==> config.mk <==
export PLATFORM = sky130hd
export DESIGN_NAME = input_process_spi_flat
export DESIGN_NICKNAME = d
export VERILOG_FILES = /design/src/rtl/input_process_spi_if.sv /design/src/rtl/input_process_spi.sv /design/src/flat_wrapper.sv
export SDC_FILE = /design/constraint.sdc
export NUM_CORES = 1
export LEC_CHECK = 0
export CAP_MARGIN = 20
export CELL_PAD_IN_SITES_DETAIL_PLACEMENT = 0
export CELL_PAD_IN_SITES_GLOBAL_PLACEMENT = 1
export CORE_UTILIZATION = 40
export DETAILED_ROUTE_END_ITERATION = 8
export PLACE_DENSITY_LB_ADDON = 0.1
export SYNTH_ARGS = -nofsm -noshare
export SYNTH_HDL_FRONTEND = slang
export SYNTH_SLANG_ARGS = --single-unit
==> constraint.sdc <==
create_clock -name CLK -period 2.8 [get_ports CLK]
set_clock_uncertainty 0.1 [all_clocks]
set_input_delay 0.28 -clock CLK [delete_from_list [all_inputs] [get_ports CLK]]
set_output_delay 0.28 -clock CLK [all_outputs]
set_load 0.03 [all_outputs]
==> src/rtl/input_process_spi_if.sv <==
// Handshake/bus bundle for input_process_spi: serial receive side, FIFO read
// port, status flags and word counter.
interface input_process_spi_if #(
    parameter int WIDTH = 16
);
    logic             RX_DATA;
    logic             RX_LOAD;
    logic [WIDTH-1:0] DATA;
    logic             VALID;
    logic             READY;
    logic             BUSY;
    logic             FRAME_ERR;
    logic             OVERFLOW;
    logic             CLR_FLAGS;
    logic [15:0]      WORD_CNT;

    modport master (
        output RX_DATA, RX_LOAD, READY, CLR_FLAGS,
        input  DATA, VALID, BUSY, FRAME_ERR, OVERFLOW, WORD_CNT
    );

    modport slave (
        input  RX_DATA, RX_LOAD, READY, CLR_FLAGS,
        output DATA, VALID, BUSY, FRAME_ERR, OVERFLOW, WORD_CNT
    );
endinterface

==> src/rtl/input_process_spi.sv <==
// SPI receive path: deserializes RX_DATA/RX_LOAD into WIDTH-bit words, buffers
// them in a DEPTH-entry FIFO with a registered head, and tracks error flags.
module input_process_spi #(
    parameter int DEPTH = 4,
    parameter int WIDTH = 16
) (
    input logic          CLK,
    input logic          RST,
    input_process_spi_if.slave bus
);
    localparam int PW = (DEPTH > 1) ? $clog2(DEPTH) : 1;
    localparam int CW = $clog2(DEPTH + 1);
    localparam int BW = $clog2(WIDTH + 1);

    localparam logic [PW-1:0] PTR_ONE  = PW'(1);
    localparam logic [CW-1:0] CNT_ONE  = CW'(1);
    localparam logic [CW-1:0] CNT_FULL = CW'(DEPTH);
    localparam logic [BW-1:0] BIT_ONE  = BW'(1);
    localparam logic [BW-1:0] BIT_MAX  = BW'(WIDTH);
    localparam logic [BW-1:0] BIT_LAST = BW'(WIDTH - 1);

    logic [WIDTH-1:0] shift_q, shift_d;
    logic [BW-1:0]    bit_cnt_q, bit_cnt_d;
    logic [WIDTH-1:0] mem_q [DEPTH];
    logic [WIDTH-1:0] mem_d [DEPTH];
    logic [PW-1:0]    wr_ptr_q, wr_ptr_d;
    logic [PW-1:0]    rd_ptr_q, rd_ptr_d;
    logic [CW-1:0]    cnt_q, cnt_d;
    logic [WIDTH-1:0] data_q, data_d;
    logic             frame_err_q, frame_err_d;
    logic             overflow_q, overflow_d;
    logic [15:0]      word_cnt_q, word_cnt_d;

    logic [WIDTH-1:0] word;
    logic             full_frame, push, pop, drop, short_frame;

    always_comb begin
        word        = {shift_q[WIDTH-2:0], bus.RX_DATA};
        full_frame  = (bit_cnt_q >= BIT_LAST);
        pop         = (cnt_q != '0) && bus.READY;
        // A pop in the same cycle frees the slot, so a full FIFO still accepts.
        push        = bus.RX_LOAD && full_frame && ((cnt_q != CNT_FULL) || pop);
        drop        = bus.RX_LOAD && full_frame && !push;
        short_frame = bus.RX_LOAD && !full_frame;

        shift_d = word;
        if (bus.RX_LOAD)
            bit_cnt_d = '0;
        else if (bit_cnt_q == BIT_MAX)
            bit_cnt_d = bit_cnt_q;
        else
            bit_cnt_d = bit_cnt_q + BIT_ONE;

        mem_d = mem_q;
        if (push)
            mem_d[wr_ptr_q] = word;
        wr_ptr_d = push ? wr_ptr_q + PTR_ONE : wr_ptr_q;
        rd_ptr_d = pop  ? rd_ptr_q + PTR_ONE : rd_ptr_q;

        cnt_d = cnt_q;
        if (push && !pop)
            cnt_d = cnt_q + CNT_ONE;
        else if (pop && !push)
            cnt_d = cnt_q - CNT_ONE;

        // Head register: bypass the incoming word when it becomes the only entry.
        data_d = data_q;
        if (cnt_d != '0) begin
            if ((cnt_q == '0) || ((cnt_q == CNT_ONE) && pop))
                data_d = word;
            else
                data_d = mem_q[rd_ptr_d];
        end

        word_cnt_d  = push ? word_cnt_q + 16'd1 : word_cnt_q;
        frame_err_d = short_frame ? 1'b1 : (bus.CLR_FLAGS ? 1'b0 : frame_err_q);
        overflow_d  = drop        ? 1'b1 : (bus.CLR_FLAGS ? 1'b0 : overflow_q);
    end

    always_ff @(posedge CLK) begin
        if (RST) begin
            shift_q     <= '0;
            bit_cnt_q   <= '0;
            mem_q       <= '{default: '0};
            wr_ptr_q    <= '0;
            rd_ptr_q    <= '0;
            cnt_q       <= '0;
            data_q      <= '0;
            frame_err_q <= 1'b0;
            overflow_q  <= 1'b0;
            word_cnt_q  <= '0;
        end else begin
            shift_q     <= shift_d;
            bit_cnt_q   <= bit_cnt_d;
            mem_q       <= mem_d;
            wr_ptr_q    <= wr_ptr_d;
            rd_ptr_q    <= rd_ptr_d;
            cnt_q       <= cnt_d;
            data_q      <= data_d;
            frame_err_q <= frame_err_d;
            overflow_q  <= overflow_d;
            word_cnt_q  <= word_cnt_d;
        end
    end

    assign bus.DATA      = data_q;
    assign bus.VALID     = (cnt_q != '0);
    assign bus.BUSY      = (bit_cnt_q != '0) && (bit_cnt_q != BIT_MAX);
    assign bus.FRAME_ERR = frame_err_q;
    assign bus.OVERFLOW  = overflow_q;
    assign bus.WORD_CNT  = word_cnt_q;
endmodule

==> src/flat_wrapper.sv <==
// flat-port wrapper written by rule: the top's interface ports become plain ports
module input_process_spi_flat 
#(
    parameter int DEPTH = 4,
    parameter int WIDTH = 16
)
  (CLK, RST, bus_RX_DATA, bus_RX_LOAD, bus_READY, bus_CLR_FLAGS, bus_DATA, bus_VALID, bus_BUSY, bus_FRAME_ERR, bus_OVERFLOW, bus_WORD_CNT);
  input_process_spi_if #(.WIDTH(WIDTH)) bus_i ();
  input logic CLK;
  input logic RST;
  input wire logic [$bits(bus_i.RX_DATA)-1:0] bus_RX_DATA;
  input wire logic [$bits(bus_i.RX_LOAD)-1:0] bus_RX_LOAD;
  input wire logic [$bits(bus_i.READY)-1:0] bus_READY;
  input wire logic [$bits(bus_i.CLR_FLAGS)-1:0] bus_CLR_FLAGS;
  output wire logic [$bits(bus_i.DATA)-1:0] bus_DATA;
  output wire logic [$bits(bus_i.VALID)-1:0] bus_VALID;
  output wire logic [$bits(bus_i.BUSY)-1:0] bus_BUSY;
  output wire logic [$bits(bus_i.FRAME_ERR)-1:0] bus_FRAME_ERR;
  output wire logic [$bits(bus_i.OVERFLOW)-1:0] bus_OVERFLOW;
  output wire logic [$bits(bus_i.WORD_CNT)-1:0] bus_WORD_CNT;
  assign bus_i.RX_DATA = bus_RX_DATA;
  assign bus_i.RX_LOAD = bus_RX_LOAD;
  assign bus_i.READY = bus_READY;
  assign bus_i.CLR_FLAGS = bus_CLR_FLAGS;
  assign bus_DATA = bus_i.DATA;
  assign bus_VALID = bus_i.VALID;
  assign bus_BUSY = bus_i.BUSY;
  assign bus_FRAME_ERR = bus_i.FRAME_ERR;
  assign bus_OVERFLOW = bus_i.OVERFLOW;
  assign bus_WORD_CNT = bus_i.WORD_CNT;
  input_process_spi #(.DEPTH(DEPTH), .WIDTH(WIDTH)) u_core (.CLK(CLK), .RST(RST), .bus(bus_i));
endmodule
==> impl_metrics.env <==
export IMPL_status="finished clean"
export IMPL_ys_warn_count=0
export IMPL_crit_chain="ha_1, and3_1, ha_1, nor2_4, a21oi_4, mux2i_2, xnor2_2, and3_4, buf_12, mux2_2"
export IMPL_maxCapViolations=0
export IMPL_path_buf_inv=1
export IMPL_drc=0
export IMPL_final_common_cell="nand2_1"
export IMPL_vias_per_cell=5.062
export IMPL_final_core_util=0.5055
export IMPL_grt_pass1_wl_um=22410
export IMPL_ff2ff_path_depth=10
export IMPL_layout_common_cells="159 x nand2_1, 123 x dfxtp_1, 86 x a21oi_1"
export IMPL_top_layer="met4"
export IMPL_cp_end_kind="flop"
export IMPL_slew_viol_final=0
export IMPL_min_period_over_period=0.9569
export IMPL_num_vias=4470
export IMPL_wl_met2_um=6254
export IMPL_drive_gt1_frac=0.1132
export IMPL_vdd_ir_drop_max_mv=0.4245
export IMPL_antenna_found_initial=0
export IMPL_critPathRequiredTime_ns=3.00
export IMPL_nNetsFinal=713
export IMPL_syn_to_final_growth_pct=23.10
export IMPL_crit_path_start_kind="flop"
export IMPL_clk_path_buf_depth=2
export IMPL_ys_flop_type="dfxtp_1"
export IMPL_layout_setup_ws_ns=0.1207
export IMPL_reg2reg_setup_slack_ns=0.12
export IMPL_grt_overflow=0
export IMPL_ys_ff_latch=125
export IMPL_cts_tree="done"
export IMPL_reg2reg_from="u_core.bit_cnt_q[0]"
export IMPL_grt_pass1_vias=4377
export IMPL_io_pins=42
export IMPL_synth_fp_nets=672
export IMPL_path_depth=10
export IMPL_die_width_um=118.6
export IMPL_arrival_ns=2.88
export IMPL_p_per_area_nw_per_um2=843.3
export IMPL_cts_buffers=17
export IMPL_wl_met1_um=6396
export IMPL_cts_clk_slew_worst_paths_ns=0.05
export IMPL_p_leak_uw=0.002443
export IMPL_synth_area_leaders="dfxtp_1 46%, nand2_1 11%, a21oi_1 7.9%, nor2b_1 3.7%, nor2_1 3.0%"
export IMPL_std_cell_rows=42
export IMPL_hold_viol=0
export IMPL_num_antenna_cells=0
export IMPL_clock_sinks=125
export IMPL_syn_inst=654
export IMPL_dr_pass1_iters=5
export IMPL_start_util=0.4106
export IMPL_crit_path_end="u_core.bus.DATA[13]"
export IMPL_ant_nets=0
export IMPL_routed_wl_um=13530
export IMPL_wl_per_cell_um=15.33
export IMPL_post_place_ws_ns=-0.01423
export IMPL_tightestPinTransition_ns=0.4544
export IMPL_dr_wl_met3_um=705
export IMPL_synth_top_cell_by_area="dfxtp_1"
export IMPL_synth_area_um2=5438
export IMPL_timing_critical_path_from="u_core.bit_cnt_q[0]"
export IMPL_yosysTopAreaCellShare=0.4602
export IMPL_post_cts_buffers=0
export IMPL_hold_path_class="input pin to flop"
export IMPL_synth_avg_cell_area_um2=8.315
export IMPL_critical_path_max_stage_delay_ns=0.38
export IMPL_setup_tns_ns=0
export IMPL_ys_seq_area_frac=0.4602
export IMPL_slew_headroom=0.6893
export IMPL_synthDistinctLibCells=45
export IMPL_timing_final_crit_period_ns=2.679
export IMPL_totalPowerFinal_uw=5645
export IMPL_grt_start_max_net_pins=65
export IMPL_drt_initial_drc_count=318
export IMPL_cp_max_fo=15
export IMPL_die_h_um=118.6
export IMPL_r2r_end="u_core.bus.DATA[13]"
export IMPL_die_area_um2=14060
export IMPL_slowest_stage="dfxtp_2"
export IMPL_globalplace_congestion=0.7406
export IMPL_timing_fmax_mhz=373.2
export IMPL_hpwl_um=8396
export IMPL_worst_path_most_repeated_cell="ha_1"
export IMPL_synthArstFlopShare=0
export IMPL_core_area_um2=13240
export IMPL_worstSkewPairLatency_ns=0.41
export IMPL_synth_edf_count=0
export IMPL_hold_buffers=0
export IMPL_root_buffer="clkbuf_16"
export IMPL_io_buffer_count=41
export IMPL_setup_viol=0
export IMPL_htree_levels=4
export IMPL_critPathKind="flop to flop"
export IMPL_cpLargestDelayFamily="multiplexers"
export IMPL_grt_use_total=0.2046
-- final cells by class --
class	count	area (um2)
Sequential cell	125	2505
Timing Repair Buffer	66	658.1
Clock inverter	6	82.58
Tap cell	176	220.2
Clock buffer	25	505.5
Fill cell	1313	6549
Multi-Input combinational cell	474	2681
Inverter	11	41.29
-- metal layers --
| layer | vias up | track usage |
|---|---|---|
| li1 | 2280 | - |
| met1 | 2066 | 0.2672 |
| met2 | 109 | 0.3311 |
| met3 | 15 | 0.04392 |
| met4 | 0 | 0.07358 |
| met5 | - | 0 |
-- metrics by stage --
stage	instance area, um2	hold slack [ns]	instances
finish	6694	0.1456	883
global route	6694	0.1397	883
CTS	6676	0.1341	883
detailed placement	6087	0.3420	852
global placement	6087	0.3375	852
floorplan	5438	0.2574	654
-- cell families (layout without fill, tap and decap cells) --
group | count (synthesis) | in the layout | share of synthesized area
buf+inv | 55 | 108 | 0.04970
simple gates | 289 | 289 | 0.2398
mux | 20 | 20 | 0.04027
compound gates | 132 | 132 | 0.1473
xor+xnor | 21 | 21 | 0.03520
fa+ha+maj | 12 | 12 | 0.02761
flops | 125 | 125 | 0.4602
-- state kept, by name (all words and copies together) (netlist names) --
register and flops:
u_core.bit_cnt_q 5, u_core.bus.DATA 16, u_core.bus.FRAME_ERR 1, u_core.bus.OVERFLOW 1
u_core.bus.WORD_CNT 16, u_core.cnt_q 3, u_core.mem_q 64, u_core.rd_ptr_q 2
u_core.shift_q 15, u_core.wr_ptr_q 2
-- worst min-delay path by stage --
stage	startpoint	end	slack, ns	cells after the start
after floorplan	bus_RX_LOAD	u_core.bit_cnt_q[0]	0.26	1
after global placement	u_core.mem_q[47]	u_core.mem_q[47]	0.34	2
after detailed placement	u_core.mem_q[37]	u_core.mem_q[37]	0.34	2
after CTS	RST	u_core.mem_q[29]	0.13	2
after global routing	RST	u_core.mem_q[29]	0.14	2
final	RST	u_core.mem_q[61]	0.15	2
-- Yosys cell counts (3+ instances only) --
cell type and instances:
mux2i_1 5, a2111oi_0 15, a21oi_1 86, xnor2_1 10
nor2_1 44, ha_1 12, a211oi_1 16, and2_0 4
buf_6 4, nor2b_1 32, and3_1 24, inv_1 11
buf_2 8, nand2_1 159, nand4_1 4, mux2_2 13
or3_1 3, dfxtp_1 125, xor2_1 10, clkbuf_1 25
nand3_1 8, o21ai_0 5, buf_4 3
-- repair_timing --
item,4_1_cts,5_1_grt
pin swaps,0,1
resized for setup,1,6
setup endpoints to repair,2,15
-- power by group --
group          total [uW]  switching (uW)  internal (uW)
sequential           1940            59.7           1880
clock                2180             757           1420
combinational        1530             857            673
total                5650            1670           3970
Power figures use the tool's default switching activity.
